File: src/rtl/control_multiciclo.sv
// Multi-cycle control FSM for the RV32I datapath: sequences fetch/decode/execute/memory/writeback,
// drives datapath enables and muxes, counts retired instructions and traps on illegal opcodes or memory timeouts.
module control_multiciclo #(
    parameter int unsigned MAX_ESPERA = 15,
    parameter int unsigned ANCHO_CONT = 32
) (
    input  logic                  clk,
    input  logic                  nreset,
    input  logic [6:0]            opcode,
    input  logic                  mem_listo,
    input  logic                  salto_tomado,
    output logic [2:0]            tipo,
    output logic                  ir_escribe,
    output logic                  pc_escribe,
    output logic                  sel_pc,
    output logic                  mem_lee,
    output logic                  mem_escribe,
    output logic                  sel_dir,
    output logic                  reg_escribe,
    output logic [1:0]            sel_resultado,
    output logic [1:0]            sel_a,
    output logic [1:0]            sel_b,
    output logic [1:0]            op_alu,
    output logic                  error,
    output logic [ANCHO_CONT-1:0] retiradas
);

    localparam int unsigned ANCHO_ESPERA = 8;

    localparam logic [6:0] OPC_LOAD   = 7'b0000011;
    localparam logic [6:0] OPC_STORE  = 7'b0100011;
    localparam logic [6:0] OPC_BRANCH = 7'b1100011;
    localparam logic [6:0] OPC_OPIMM  = 7'b0010011;
    localparam logic [6:0] OPC_OP     = 7'b0110011;
    localparam logic [6:0] OPC_LUI    = 7'b0110111;
    localparam logic [6:0] OPC_AUIPC  = 7'b0010111;
    localparam logic [6:0] OPC_JAL    = 7'b1101111;
    localparam logic [6:0] OPC_JALR   = 7'b1100111;

    localparam logic [2:0] TIPO_I = 3'b000;
    localparam logic [2:0] TIPO_S = 3'b001;
    localparam logic [2:0] TIPO_B = 3'b010;
    localparam logic [2:0] TIPO_U = 3'b011;
    localparam logic [2:0] TIPO_J = 3'b100;

    localparam logic [1:0] A_RS1  = 2'b00;
    localparam logic [1:0] A_PC   = 2'b01;
    localparam logic [1:0] A_CERO = 2'b10;
    localparam logic [1:0] B_RS2  = 2'b00;
    localparam logic [1:0] B_IMM  = 2'b01;
    localparam logic [1:0] ALU_ADD   = 2'b00;
    localparam logic [1:0] ALU_FUNCT = 2'b01;
    localparam logic [1:0] ALU_SALTO = 2'b10;
    localparam logic [1:0] RES_ALU = 2'b00;
    localparam logic [1:0] RES_MEM = 2'b01;
    localparam logic [1:0] RES_PC4 = 2'b10;

    localparam logic [ANCHO_ESPERA-1:0] LIMITE_ESPERA = ANCHO_ESPERA'(MAX_ESPERA);

    typedef enum logic [2:0] {
        INICIO,
        BUSCA,
        DECODIFICA,
        EJECUTA,
        MEMORIA,
        ESCRIBE,
        ERROR
    } estado_t;

    typedef enum logic [3:0] {
        C_LOAD,
        C_STORE,
        C_BRANCH,
        C_OPIMM,
        C_OP,
        C_LUI,
        C_AUIPC,
        C_JAL,
        C_JALR,
        C_ILEGAL
    } clase_t;

    estado_t                 estado, estado_sig;
    clase_t                  clase;
    logic [ANCHO_ESPERA-1:0] espera, espera_sig;
    logic [2:0]              tipo_op;

    // Instruction class and immediate format from the opcode
    always_comb begin
        clase   = C_ILEGAL;
        tipo_op = TIPO_I;
        case (opcode)
            OPC_LOAD:   clase = C_LOAD;
            OPC_STORE:  begin clase = C_STORE;  tipo_op = TIPO_S; end
            OPC_BRANCH: begin clase = C_BRANCH; tipo_op = TIPO_B; end
            OPC_OPIMM:  clase = C_OPIMM;
            OPC_OP:     clase = C_OP;
            OPC_LUI:    begin clase = C_LUI;    tipo_op = TIPO_U; end
            OPC_AUIPC:  begin clase = C_AUIPC;  tipo_op = TIPO_U; end
            OPC_JAL:    begin clase = C_JAL;    tipo_op = TIPO_J; end
            OPC_JALR:   clase = C_JALR;
            default:    clase = C_ILEGAL;
        endcase
    end

    // State, wait counter, sticky error and retire counter
    always_ff @(posedge clk or negedge nreset) begin
        if (!nreset) begin
            estado    <= INICIO;
            espera    <= '0;
            error     <= 1'b0;
            retiradas <= '0;
        end else begin
            estado <= estado_sig;
            espera <= espera_sig;
            error  <= error | (estado_sig == ERROR);
            if (pc_escribe) begin
                retiradas <= retiradas + ANCHO_CONT'(1);
            end
        end
    end

    // Next state and Moore/Mealy datapath controls
    always_comb begin
        estado_sig    = estado;
        espera_sig    = '0;
        tipo          = TIPO_I;
        ir_escribe    = 1'b0;
        pc_escribe    = 1'b0;
        sel_pc        = 1'b0;
        mem_lee       = 1'b0;
        mem_escribe   = 1'b0;
        sel_dir       = 1'b0;
        reg_escribe   = 1'b0;
        sel_resultado = RES_ALU;
        sel_a         = A_RS1;
        sel_b         = B_RS2;
        op_alu        = ALU_ADD;

        if (estado != INICIO && estado != ERROR) begin
            tipo = tipo_op;
        end

        case (estado)
            INICIO: begin
                estado_sig = BUSCA;
            end

            BUSCA: begin
                mem_lee = 1'b1;
                if (mem_listo) begin
                    ir_escribe = 1'b1;
                    estado_sig = DECODIFICA;
                end else if (espera >= LIMITE_ESPERA) begin
                    estado_sig = ERROR;
                end else begin
                    espera_sig = espera + ANCHO_ESPERA'(1);
                end
            end

            DECODIFICA: begin
                sel_a  = A_PC;
                sel_b  = B_IMM;
                op_alu = ALU_ADD;
                estado_sig = (clase == C_ILEGAL) ? ERROR : EJECUTA;
            end

            EJECUTA: begin
                estado_sig = ESCRIBE;
                case (clase)
                    C_OP: begin
                        op_alu = ALU_FUNCT;
                    end
                    C_OPIMM: begin
                        sel_b  = B_IMM;
                        op_alu = ALU_FUNCT;
                    end
                    C_LOAD, C_STORE: begin
                        sel_b      = B_IMM;
                        estado_sig = MEMORIA;
                    end
                    C_JALR: begin
                        sel_b = B_IMM;
                    end
                    C_LUI: begin
                        sel_a = A_CERO;
                        sel_b = B_IMM;
                    end
                    C_AUIPC, C_JAL: begin
                        sel_a = A_PC;
                        sel_b = B_IMM;
                    end
                    C_BRANCH: begin
                        op_alu     = ALU_SALTO;
                        pc_escribe = 1'b1;
                        sel_pc     = salto_tomado;
                        estado_sig = BUSCA;
                    end
                    default: begin
                        estado_sig = ERROR;
                    end
                endcase
            end

            MEMORIA: begin
                sel_dir     = 1'b1;
                mem_lee     = (clase == C_LOAD);
                mem_escribe = (clase == C_STORE);
                if (mem_listo) begin
                    if (clase == C_LOAD) begin
                        estado_sig = ESCRIBE;
                    end else if (clase == C_STORE) begin
                        pc_escribe = 1'b1;
                        estado_sig = BUSCA;
                    end else begin
                        estado_sig = ERROR;
                    end
                end else if (espera >= LIMITE_ESPERA) begin
                    estado_sig = ERROR;
                end else begin
                    espera_sig = espera + ANCHO_ESPERA'(1);
                end
            end

            ESCRIBE: begin
                reg_escribe = 1'b1;
                pc_escribe  = 1'b1;
                estado_sig  = BUSCA;
                if (clase == C_LOAD) begin
                    sel_resultado = RES_MEM;
                end else if (clase == C_JAL || clase == C_JALR) begin
                    sel_resultado = RES_PC4;
                    sel_pc        = 1'b1;
                end
            end

            ERROR: begin
                estado_sig = ERROR;
            end

            default: begin
                estado_sig = ERROR;
            end
        endcase
    end

endmodule

File: config.mk
export PLATFORM = sky130hd
export DESIGN_NAME = control_multiciclo
export DESIGN_NICKNAME = d
export VERILOG_FILES = /design/src/rtl/control_multiciclo.sv
export SDC_FILE = /design/constraint.sdc
export NUM_CORES = 1
export LEC_CHECK = 0
export BUFFER_PORTS_ARGS = -buffer_cell sky130_fd_sc_hd__buf_2
export CORE_AREA = 2 2 71 73
export DETAILED_ROUTE_END_ITERATION = 10
export DIE_AREA = 0 0 73 75
export GPL_TIMING_DRIVEN = 0
export PLACE_DENSITY = 0.93
export SLEW_MARGIN = 20
export SYNTH_ARGS = -nofsm -noshare
export SYNTH_HDL_FRONTEND = slang
export SYNTH_SLANG_ARGS = --single-unit
File: constraint.sdc
create_clock -name clk -period 5.2 [get_ports clk]
set_clock_uncertainty 0.1 [all_clocks]
set_input_delay 0.26 -clock clk [delete_from_list [all_inputs] [get_ports clk]]
set_output_delay 0.26 -clock clk [all_outputs]
set_load 0.05 [all_outputs]
==> out/metrics.yaml <==
clocking:
  post_cts_buffers: 0
  cts_buffers: 5
  clockRootBuffer: "clkbuf_8"
  cts_tree: "built"
  clockBufferDepth: 2
  postCtsHoldBufs: 0
  htreeDepth: 2
  clkTransAtPathRegs_ns: 0.08
  cts_resized: 0
  clock_sinks: 44
  clkLatencyLatePin_ns: 0.29
floorplanning:
  start_util: 0.563
  dieWidth_um: 73
  io_pins: 62
  core_um2: 4660
  die-area_um2: 5480
  row_count: 25
  dieHeight_um: 75
logic_synthesis:
  synth_edf_count: 0
  synth_area_per_cell_um2: 10.5
  synthFlopType: "dfrtp_1"
  synth_seq_cells: 44
  async_flop_share: 1.00
  yosys.area.top_type: "dfrtp_1"
  yosysSeqAreaShare: 0.419
  synthTopCellsByArea: "dfrtp_1 42%, xor2_1 9.0%, a2111oi_2 4.0%"
  ys_types: 60
  synth_top_area_frac: 0.419
  synthMostInstantiatedCell: "dfrtp_1"
  ys_warn_count: 0
  synth_area_um2: 2630
  synthCells: 249
  netlist_top_cells_count: "44 x dfrtp_1, 27 x xor2_1, 19 x nand2_1"
worst_setup_path:
  reg2reg_depth: 7
  cp_max_fo: 10
  endpoint_kind: "output pin"
  cp.required_ns: 4.84
  cp.arrival_ns: 2.34
  startpoint_type: "flip-flop"
  crit_type: "reg2out"
  r2r_slack_ns: 2.81
drt:
  drt_iter0_drc: 210
  avgViaCountPerCell: 5.98
  routed_wl_um: 5890
  first_pass_iters: 4
  drcViolationCount: 0
  ant_nets: 0
  via_count: 2232
  wl_per_cell_um: 15.8
grt:
  overflow: 0
  grt_pass1_wl_um: 9520
  grt_util_all_layers: 0.221
  grt_max_degree: 45
  grt_pass1_vias: 2001
  antenna_found_initial: 0
sta:
  final_max_slew_viol_count: 0
  finalSetupViolations: 0
  fmax_mhz: 370
  fin_crit_ns: 2.70
  rsz0062_at_grt: "false"
  setup_ws_ns: 2.50
  hold_viol: 0
  worst_slew_pin_slew_ns: 0.961
  tns_ns: 0
  relSlewSlack: 0.359
  timing.hold.ws_ns: 0.0103
  final.period_utilization: 0.519
placed_design:
  io_buffers: 58
  place_ws_ns: 2.85
  place_congestion: 0.958
  hpwlAfterDp_um: 4230
pwr:
  power_density_nw_per_um2: 192
  leakage_nw: 1.43
  peakVddDrop_uv: 148
layout:
  drive_above_1_share: 0.326
  area_delta_synth_final_pct: 17.6
  multiInputGateArea_um2: 1420
  n_antenna_cell: 0
  nets: 331
  regArea_um2: 1100
  fill_cells: 366
outcome:
  outcome: "finished, final reports clean"
flow_run:
  maxCapViolCount: 0
worst_hold_path:
  min_path_type: "in2async"
==> cells by family (layout without fill, tap and decap cells) <==
kind of cell             count (synthesis)  count (layout)  synth area share
adder cells (fa/ha/maj)                  2               2           0.00953
buffers and inverters                   22              88            0.0467
flip-flops                              44              44             0.419
AO/OA/AOI/OAI                           41              41             0.136
XOR/XNOR                                33              33             0.110
multiplexers                             1               1           0.00429
AND/OR/NAND/NOR                        105             105             0.272
other                                    1               5           0.00143
==> stage by stage <==
| stage | cell area, µm² | std cells | utilization | power, mW |
|---|---|---|---|---|
| 2_1_floorplan | 2640 | 253 | - | 0.367 |
| 3_3_place_gp | 3000 | 365 | 0.643 | 0.382 |
| 3_5_place_dp | 3000 | 365 | 0.643 | 0.383 |
| 4_1_cts | 3090 | 373 | 0.663 | 0.597 |
| 5_1_grt | 3090 | 373 | 0.663 | 0.617 |
| 6_report | 3090 | 373 | 0.663 | 0.594 |
==> state kept, by name, indices dropped and copies added, names as in the netlist <==
signal     count
error          1
espera         8
estado         3
retiradas     32
==> layout make-up <==
| class | count | area share |
|---|---|---|
| multi-input cells | 187 | 0.459 |
| flip-flops and latches | 44 | 0.357 |
| repair buffers | 58 | 0.0940 |
| plain buffers | 15 | 0.0312 |
| clock buffers | 8 | 0.0292 |
| well taps | 54 | 0.0219 |
| inverters | 7 | 0.00851 |
==> metal layers <==
metal | GRT usage | wire length (µm)
met1 | 0.318 | 2700
met2 | 0.347 | 2830
met3 | 0.0428 | 311
met4 | 0.0494 | 45
met5 | 0 | 0
==> placed cells by master (no fill, tap or decap), types with 5 or more instances in the layout <==
cell type  count
buf_2         63
dfrtp_1       44
xor2_1        27
nand2_1       19
nand3_1       12
nor2_1        11
nor3_1         8
a2111oi_2      7
inv_1          6
nor4_1         6
nand4_1        6
xnor2_1        6
clkbuf_8       6
clkbuf_1       5
o21ai_0        5
conb_1         5
==> path summary, 6_finish.rpt <==
kind                                          start                        end
worst max-delay path            estado[1]$_DFF_PN0_                 pc_escribe
worst min-delay path                         nreset  retiradas[25]$_DFFE_PN0P_
worst max register to register  estado[1]$_DFF_PN0_  retiradas[28]$_DFFE_PN0P_
worst min register to register  espera[0]$_DFF_PN0_        espera[0]$_DFF_PN0_
max in group asynchronous                    nreset        espera[7]$_DFF_PN0_
min in group clk                          mem_listo        estado[1]$_DFF_PN0_
==> critical path: stages, from the launching register on <==
cell	delay (ns)
dfrtp_1	0.37
buf_4	0.17
nor3b_2	0.38
nand4_2	0.34
and3_4	0.31
buf_6	0.15
inv_2	0.07
buf_2	0.26
==> report_power, final <==
| part | internal (mW) | switching, mW |
|---|---|---|
| combinational | 0.0102 | 0.0219 |
| sequential | 0.343 | 0.000395 |
| clock | 0.108 | 0.110 |
Note: power is estimated with default switching activity, not from simulation.
